$ cat src/rtl/instr_packer.sv
// -----------------------------------------------------------------------------
// instr_packer
//
// Packs an immediate plus register/function fields into a 32-bit RV32I
// instruction word. This is the inverse of the immediate generator: for any
// in-range immediate, decoding the packed word returns the original value.
// Two-stage valid/ready pipeline. Each emitted word is tagged with an
// instruction-memory write address taken from a wrapping word index.
//
// Optional feature macro: INSTR_PACKER_RANGE_CHECK_EN
//   defined     -> immediate range checking drives out_err / err_sticky
//   not defined -> no range logic, out_err and err_sticky are constant 0
//
// Parameters
//   BASE_ADDR  byte address of the first emitted word
//   DEPTH      number of word slots (power of two, >= 2)
//
// Ports
//   clk, rst          clock, synchronous active-high reset
//   clr               clears address index, count and err_sticky
//   in_valid/ready    request handshake
//   imm_sel           immediate format (IMM_I/S/B/U/J, anything else = R-type)
//   imm               immediate value (byte offset for B/J)
//   opcode, rd, rs1, rs2, funct3, funct7   instruction fields
//   out_valid/ready   packed word handshake
//   out_instr         packed instruction word
//   out_addr          BASE_ADDR + 4*index for this word
//   out_err           immediate was out of range for this word
//   err_sticky        set by any accepted out-of-range request
//   count             words emitted since reset/clr, saturating at DEPTH
// -----------------------------------------------------------------------------
package instr_packer_pkg;
  typedef enum logic [2:0] {
    IMM_I = 3'd0,
    IMM_S = 3'd1,
    IMM_B = 3'd2,
    IMM_U = 3'd3,
    IMM_J = 3'd4,
    IMM_R = 3'd7
  } imm_sel_e;
endpackage

module instr_packer
  import instr_packer_pkg::*;
#(
  parameter logic [31:0] BASE_ADDR = 32'h0000_0000,
  parameter int          DEPTH     = 1024
) (
  input  logic                       clk,
  input  logic                       rst,
  input  logic                       clr,
  input  logic                       in_valid,
  output logic                       in_ready,
  input  imm_sel_e                   imm_sel,
  input  logic [31:0]                imm,
  input  logic [6:0]                 opcode,
  input  logic [4:0]                 rd,
  input  logic [4:0]                 rs1,
  input  logic [4:0]                 rs2,
  input  logic [2:0]                 funct3,
  input  logic [6:0]                 funct7,
  output logic                       out_valid,
  input  logic                       out_ready,
  output logic [31:0]                out_instr,
  output logic [31:0]                out_addr,
  output logic                       out_err,
  output logic                       err_sticky,
  output logic [$clog2(DEPTH):0]     count
);

  localparam int              IW      = $clog2(DEPTH);
  localparam int              CW      = IW + 1;
  localparam logic [CW-1:0]   CNT_MAX = CW'(DEPTH);

  // Field packing for each immediate format; truncates silently, the range
  // check is a separate concern.
  function automatic logic [31:0] pack_word(
    input imm_sel_e    sel,
    input logic [31:0] i,
    input logic [6:0]  op,
    input logic [4:0]  f_rd,
    input logic [4:0]  f_rs1,
    input logic [4:0]  f_rs2,
    input logic [2:0]  f3,
    input logic [6:0]  f7
  );
    case (sel)
      IMM_I:   pack_word = {i[11:0], f_rs1, f3, f_rd, op};
      IMM_S:   pack_word = {i[11:5], f_rs2, f_rs1, f3, i[4:0], op};
      IMM_B:   pack_word = {i[12], i[10:5], f_rs2, f_rs1, f3, i[4:1], i[11], op};
      IMM_U:   pack_word = {i[31:12], f_rd, op};
      IMM_J:   pack_word = {i[20], i[10:1], i[11], i[19:12], f_rd, op};
      default: pack_word = {f7, f_rs2, f_rs1, f3, f_rd, op};
    endcase
  endfunction

`ifdef INSTR_PACKER_RANGE_CHECK_EN
  // An immediate is representable when every bit above the encoded sign bit
  // matches it; B/J offsets must additionally be even, U must have a zero
  // low 12 bits.
  function automatic logic range_bad(input imm_sel_e sel, input logic [31:0] i);
    case (sel)
      IMM_I, IMM_S: range_bad = !((&i[31:11]) || !(|i[31:11]));
      IMM_B:        range_bad = !((&i[31:12]) || !(|i[31:12])) || i[0];
      IMM_J:        range_bad = !((&i[31:20]) || !(|i[31:20])) || i[0];
      IMM_U:        range_bad = |i[11:0];
      default:      range_bad = 1'b0;
    endcase
  endfunction
`endif

  logic range_err;
`ifdef INSTR_PACKER_RANGE_CHECK_EN
  assign range_err = range_bad(imm_sel, imm);
`else
  assign range_err = 1'b0;
`endif

  // stage 1 registers
  logic        vld_p1;
  imm_sel_e    sel_p1;
  logic [31:0] imm_p1;
  logic [6:0]  opcode_p1;
  logic [4:0]  rd_p1;
  logic [4:0]  rs1_p1;
  logic [4:0]  rs2_p1;
  logic [2:0]  funct3_p1;
  logic [6:0]  funct7_p1;
  logic        err_p1;

  // stage 2 registers
  logic        vld_p2;
  logic [31:0] instr_p2;
  logic [31:0] addr_p2;
  logic        err_p2;

  logic [IW-1:0] idx_q;
  logic [IW-1:0] idx_nxt;
  logic [CW-1:0] cnt_q;
  logic          sticky_q;

  logic in_hs;
  logic out_hs;
  logic s1_advance;

  assign out_hs     = vld_p2 & out_ready;
  assign s1_advance = vld_p1 & (!vld_p2 | out_ready);
  assign in_ready   = !vld_p1 | s1_advance;
  assign in_hs      = in_valid & in_ready;

  // The address for a word entering stage 2 must reflect a handshake of the
  // previous word in the same cycle, so it is taken from the next index.
  always_comb begin
    idx_nxt = idx_q;
    if (clr)
      idx_nxt = '0;
    else if (out_hs)
      idx_nxt = idx_q + {{(IW-1){1'b0}}, 1'b1};
  end

  // ---- stage 1: capture request, evaluate range ----
  always_ff @(posedge clk) begin
    if (rst)
      vld_p1 <= 1'b0;
    else if (in_hs)
      vld_p1 <= 1'b1;
    else if (s1_advance)
      vld_p1 <= 1'b0;
  end

  always_ff @(posedge clk) begin
    if (in_hs) begin
      sel_p1    <= imm_sel;
      imm_p1    <= imm;
      opcode_p1 <= opcode;
      rd_p1     <= rd;
      rs1_p1    <= rs1;
      rs2_p1    <= rs2;
      funct3_p1 <= funct3;
      funct7_p1 <= funct7;
      err_p1    <= range_err;
    end
  end

  // ---- stage 2: packed word, error flag, address ----
  always_ff @(posedge clk) begin
    if (rst) begin
      vld_p2   <= 1'b0;
      instr_p2 <= '0;
      addr_p2  <= BASE_ADDR;
      err_p2   <= 1'b0;
    end else if (s1_advance) begin
      vld_p2   <= 1'b1;
      instr_p2 <= pack_word(sel_p1, imm_p1, opcode_p1, rd_p1, rs1_p1, rs2_p1,
                            funct3_p1, funct7_p1);
      addr_p2  <= BASE_ADDR + {{(30-IW){1'b0}}, idx_nxt, 2'b00};
      err_p2   <= err_p1;
    end else if (out_hs) begin
      vld_p2   <= 1'b0;
    end
  end

  // ---- output side bookkeeping ----
  always_ff @(posedge clk) begin
    if (rst) begin
      idx_q <= '0;
      cnt_q <= '0;
    end else begin
      idx_q <= idx_nxt;
      if (clr)
        cnt_q <= '0;
      else if (out_hs && cnt_q != CNT_MAX)
        cnt_q <= cnt_q + {{(CW-1){1'b0}}, 1'b1};
    end
  end

  // A new error in the same cycle as clr wins, so it is never lost.
  always_ff @(posedge clk) begin
    if (rst)
      sticky_q <= 1'b0;
    else if (in_hs && range_err)
      sticky_q <= 1'b1;
    else if (clr)
      sticky_q <= 1'b0;
  end

  assign out_valid  = vld_p2;
  assign out_instr  = instr_p2;
  assign out_addr   = addr_p2;
  assign out_err    = err_p2;
  assign err_sticky = sticky_q;
  assign count      = cnt_q;

endmodule

$ cat config.mk
export PLATFORM = sky130hd
export DESIGN_NAME = instr_packer
export DESIGN_NICKNAME = d
export VERILOG_FILES = /design/src/rtl/instr_packer.sv
export SDC_FILE = /design/constraint.sdc
export NUM_CORES = 1
export LEC_CHECK = 0
export BUFFER_PORTS_ARGS = -buffer_cell sky130_fd_sc_hd__buf_2
export CAP_MARGIN = 20
export CORE_ASPECT_RATIO = 1.1
export CORE_UTILIZATION = 30
export DETAILED_ROUTE_END_ITERATION = 7
export GPL_ROUTABILITY_DRIVEN = 1
export REMOVE_ABC_BUFFERS = 1
export SYNTH_ARGS = -nofsm -noshare
export SYNTH_HDL_FRONTEND = slang
export SYNTH_SLANG_ARGS = --single-unit
$ cat constraint.sdc
create_clock -name clk -period 2.6 [get_ports clk]
set_input_delay 0.52 -clock clk [delete_from_list [all_inputs] [get_ports clk]]
set_output_delay 0.52 -clock clk [all_outputs]
set_load 0.02 [all_outputs]
==> impl_results.md, run 1 <==
- Rows: 51
- Worst Reg2Reg Path Length in Cells: 4
- CP Depth: 4
- Synth warn: 0
- Clock Skews: about 0.0086 ns
- Critical path arrival: between 2 and 2.5 ns
- Diodes inserted: 0
- Die height: between 100 and 150 um
- Post-synth top area cell: edfxtp_1
- Endpoints failing setup: 0
- Max Clk Rate: between 400 and 500 MHz
- CTS Hold Buffers Added: 0
- R2r setup slk: ~0.57 ns
- Vias: 4036
- Critical Path Source Type: flop
- Gates resized, CTS repair: 0
- Top_reg_cell synth: edfxtp_1
- Hold depth: 1
- Clk sink count: approximately 130
- Final slew viol count: 0
- Most frequent cells in the layout: buf_2 (126), edfxtp_1 (67), dfxtp_1 (65)
- DR WL/cell: about 14 um
- Final antenna-violating net count: 0
- Compound-Gate Fraction of Synth Area: 0.115
- Root buffer cell: clkbuf_16
- Synth cell types: 46
- Critical-path cell list: a21o_1 -> o21ai_1 -> a222oi_1 -> a211oi_1
- Hold Vio Cnt, Final: 0
- R2R Path End: out_instr[27]
- Seq pwr share: 0.483
- Logic gate share of total power: 0.080
- Tcrit/Tclk final: 0.781
- Xor/xnor share of the synthesized area: 0.0274
- CTS clock-pin slew for the worst setup and hold paths: 0.06 ns
- Io pins: between 150 and 200
- Commonest non-fill, non-tap cell in the layout: buf_2
- Total grt overflow: 0
- CTS max path bufs: 2
- DIE WIDTH: roughly 130 um
- Die area: 18600 um^2
- Clk network pwr share: 0.438
- Top post-synthesis cells by area: edfxtp_1 (37%), dfxtp_1 (24%), buf_4 (3.6%), nor2_1 (3.2%), nand2_1 (2.8%)
- Detailed Route WL: ~12000 um
- Register area share after synthesis: 0.610
- CP bufs+invs: 0
- Htree depth: 4
- Residual DRC: 0
- Total Power: roughly 4.9 mW
- NetSw: between 1 and 1.5 mW
- Critical Path Start: sel_p1[0]
- Hpwl dp: approximately 8300 um
- RD Place Congestion: 0.801
- Switch share: 0.245
- Initial antenna violation count: 0
- Port-buffer cells: 126
- Synth Area in Adders: 0.00691
- Final #Nets: about 700
- PwrDens: just over 700 nW/um^2
- Leakage: ~2.6 nW
- Core Region: around 18000 um^2
- Synth Cell Area: approximately 5400 um^2
- CTS tree: yes
- Largest delay contributor family on the critical path: compound AO/OA/AOI/OAI gates
- Proportion of layout cells with a drive suffix above 1: 0.275
- Slowest cell on the critical path: edfxtp_1
- All-layer global routing usage: 0.138
- Clk_lat worst skew: 0.41 ns
- Via density: 4.71
- Largest net degree at the start of global routing: about 70
- RSZ-0062 raised after global routing: false
- Worst VDD drop: around 0.42 mV
- Reg-to-reg critical path startpoint: sel_p1[0]
- Post-CTS Setup Inserts: 0
- Worst Path Required: 2.87 ns
- Fill cell count: 1773
- Vias in the first global route: 3859
- WS Path Type: reg2reg
- #FFs+latches synth: 132
- CP peak stage delay: slightly above 0.7 ns
- First-pass GRT wire length: a little under 20000 um
- Tmin final: 2.03 ns
- Initial Utilization: 0.306
- Worst-path maximum fanout: 20
- Post-Route Utilization: 0.379
- Synth Area in Simple Gates: 0.152
- Rel. slew slack: 0.405
- Synth async-reset ratio: 0
- Syn-to-layout area delta: 23.8%
- Total CTS buffers: 17
- Nature of the critical path endpoint: flop
- Max-Cap Viols: 0
- Multiplexer area fraction after synthesis: 0.0249
- Critical Path End: out_instr[27]
- Largest family of logic cells by synthesized area: simple AND/OR/NAND/NOR gates
- Hold Path Class: in2reg
- Post-synth top area share: 0.371
- Initial DRC count: 212
- Avg Inst Size Synth: 11.2 um^2
- DRT Pass-1 Iters: 6
- Tightest Pin Transition: just under 0.9 ns
- Outcome: complete, no violations
- Int Power: between 3 and 4 mW
- Cells after synthesis: roughly 480
- Number of synthesized flops with an enable pin: 67
-- power groups by stage --
stage               Sequential [mW]  Clock (mW)  Combinational [mW]
floorplan                      2.43           0               0.181
global route                   2.36        2.28               0.430
global placement               2.39           0               0.381
finish                         2.35        2.13               0.388
CTS                            2.35        2.18               0.394
detailed placement             2.40           0               0.393
-- registers in the layout, summed over array words and instances (netlist names) --
signal     flops
count         11
funct3_p1      3
funct7_p1      7
idx_q         10
imm_p1        32
opcode_p1      7
out_addr      10
out_instr     32
out_valid      1
rd_p1          5
rs1_p1         5
rs2_p1         5
sel_p1         3
vld_p1         1
-- cell families (layout without fill, tap and decap cells) --
family          count (synthesis)  after routing
flops                         132            132
xor+xnor                       17             17
compound gates                 92             92
simple gates                  167            167
fa+ha+maj                       3              3
other cells                     1             24
mux                            13             13
buf+inv                        59            170
-- final cells by class --
type	instances	area [um^2]	share of cell area
Clock buffer	20	447	0.0665
Clock inverter	12	83.8	0.0125
Inverter	6	22.5	0.00335
Multi-Input combinational cell	316	1870	0.278
Sequential cell	132	3310	0.493
Tap cell	238	298	0.0443
Timing Repair Buffer	132	688	0.102
-- per-layer routing --
metal	GRT usage	share of wire
met5	0	0
met4	0.0630	0.019
met3	0.0420	0.060
met2	0.237	0.50
met1	0.155	0.42
-- worst reg2reg max path, delay by kind of cell (launching register included) --
kind | cells | cell delay, ns
AOI/OAI and AO/OA | 4 | 1.18
DFF | 1 | 0.71
-- worst min path at each step --
| stage | endpoint | start | slack, ns |
|---|---|---|---|
| after CTS | rd_p1[4] | rd[4] | 0.26 |
| after detailed placement | out_instr[14] | out_instr[14] | 0.44 |
| final | rd_p1[4] | rd[4] | 0.28 |
| after floorplan | out_instr[0] | opcode_p1[0] | 0.47 |
| after global placement | out_addr[10] | out_addr[10] | 0.44 |
| after global routing | funct3_p1[1] | funct3[1] | 0.25 |
-- per-stage QoR --
stage	hold WS [ns]	std cells	instance area, um^2	setup slack (ns)	setup TNS [ns]
detailed placement	0.444	824	6190	0.432	0
floorplan	0.471	454	5190	-0.300	-20.11
global placement	0.443	824	6190	0.488	0
finish	0.277	856	6720	0.569	0
CTS	0.259	856	6720	0.564	0
global route	0.253	856	6720	0.397	0
-- synth_stat cells (all sizes together) (4+ instances only) --
library cell and number:
or3 4, o2bb2ai 7, a211oi 17, nor3b 9, nor2b 17, edfxtp 67, mux2i 9, nor3 20
nand3 7, clkbuf 13, nand2 40, nand4 5, o2111ai 8, dfxtp 65, nor2 47, mux2 4
xnor2 14, inv 6, a21oi 24, buf 40, a222oi 6, nor4 6, o21ai 20
No activity file was read; power rests on OpenSTA's default activity.
==> inputs of run 2 (changes only) <==
==> constraint.sdc (replaced) <==
create_clock -name clk -period 1.8 [get_ports clk]
set_input_delay 0.36 -clock clk [delete_from_list [all_inputs] [get_ports clk]]
set_output_delay 0.36 -clock clk [all_outputs]
set_load 0.02 [all_outputs]
==> impl_results.md, run 2 (synthesis gave the netlist of run 1 again) <==
- Hpwl dp: roughly 8900 um
- DRT Pass-1 Iters: 5
- Post-Route Utilization: 0.390
- Htree depth: 4
- Detailed Route WL: 12500 um
- Initial Utilization: 0.306
- RSZ-0062 raised after global routing: false
- DR WL/cell: roughly 14 um
- Leakage: between 2 and 3 nW
- Io pins: around 150
- Most frequent cells in the layout: buf_2 (126), edfxtp_1 (67), dfxtp_1 (65)
- Vias: 4072
- Worst VDD drop: 0.600 mV
- Max Clk Rate: around 610 MHz
- Total grt overflow: 0
- Tightest Pin Transition: ~0.53 ns
- Rel. slew slack: 0.647
- Outcome: complete, no violations
- Die area: ~19000 um^2
- Final antenna-violating net count: 0
- Largest net degree at the start of global routing: 43
- Final #Nets: just under 700
- Gates resized, CTS repair: 0
- WS Path Type: reg2out
- Hold Vio Cnt, Final: 0
- First-pass GRT wire length: approximately 20000 um
- CTS clock-pin slew for the worst setup and hold paths: ~0.060 ns
- Worst-path maximum fanout: 7
- Hold Path Class: in2reg
- All-layer global routing usage: 0.139
- Port-buffer cells: ~130
- Diodes inserted: 0
- Post-CTS Setup Inserts: 0
- Fill cell count: 1763
- Clk_lat worst skew: slightly above 0.4 ns
- Final slew viol count: 0
- Syn-to-layout area delta: 27.3%
- CTS Hold Buffers Added: 0
- Clock Skews: between 0.009 and 0.01 ns
- DIE WIDTH: about 130 um
- Die height: roughly 140 um
- Via density: between 4 and 5
- Critical Path Source Type: flop
- Initial DRC count: 166
- RD Place Congestion: just over 0.8
- Core Region: roughly 18000 um^2
- Max-Cap Viols: 0
- Nature of the critical path endpoint: primary output
- PwrDens: between 1000 and 1500 nW/um^2
- Worst Path Required: between 1 and 1.5 ns
- Residual DRC: 0
- Tmin final: approximately 1.6 ns
- Root buffer cell: clkbuf_16
- Tcrit/Tclk final: 0.909
- Endpoints failing setup: 0
- Rows: approximately 50
- Clk sink count: 132
- Total CTS buffers: 17
- CTS tree: yes
- Vias in the first global route: ~3900
- Final TNS setup: 0 ns
- CP peak stage delay: roughly 0.32 ns
- Critical path arrival: ~1.3 ns
- Proportion of layout cells with a drive suffix above 1: 0.289
- Commonest non-fill, non-tap cell in the layout: buf_2
- Initial antenna violation count: 0
- CTS max path bufs: 2
- Critical-path cell list: nor2b_1 -> buf_4 -> nand2_1 -> buf_2
- Slowest cell on the critical path: dfxtp_1
run 2: final cells by class:
type | count | area (um^2) | share of cell area
Sequential cell | 132 | 3310 | 0.479
Inverter | 6 | 22.5 | 0.00326
Clock inverter | 11 | 125 | 0.0181
Timing Repair Buffer | 144 | 816 | 0.118
Tap cell | 238 | 298 | 0.0431
Clock buffer | 21 | 472 | 0.0682
Multi-Input combinational cell | 316 | 1870 | 0.270
run 2: critical path: cells and delay by family (launching register included):
kind | cells | cell delay (ns)
buf+inv | 2 | 0.35
flops | 1 | 0.32
simple gates | 2 | 0.21
run 2: worst paths after layout:
check,start,end,slack (ns),depth (start not counted)
setup / recovery,out_valid,in_ready,0.16,4
setup reg to reg,sel_p1[1],out_instr[30],0.17,4
hold / removal,funct7[1],funct7_p1[1],0.12,1
hold reg to reg,out_instr[12],out_instr[12],0.45,2
run 2: metrics by stage:
stage / cell area (um^2) / cells / setup WS (ns) / total power, mW / hold slack, ns
after detailed placement: 6320 / 836 / 0.171 / 4.07 / 0.443
after global placement: 6320 / 836 / 0.218 / 4.04 / 0.442
after floorplan: 5190 / 454 / -1.10 / 3.78 / 0.429
after global routing: 6910 / 868 / 0.0121 / 7.76 / 0.0934
final: 6910 / 868 / 0.164 / 7.44 / 0.117
after CTS: 6910 / 868 / 0.138 / 7.55 / 0.0932
run 2: per-layer routing:
metal  wire [um]  share of wire  GRT usage
met5           0              0          0
met4         155          0.012     0.0526
met3         688          0.055     0.0465
met2        6200           0.50      0.237
met1        5460           0.44      0.161
run 2: where the power goes:
group / internal, mW / leakage, nW / switching, mW
clock network: 2.16 / 0.285 / 1.28
logic: 0.234 / 1.19 / 0.374
registers: 3.31 / 1.18 / 0.0741
total: 5.71 / 2.66 / 1.73
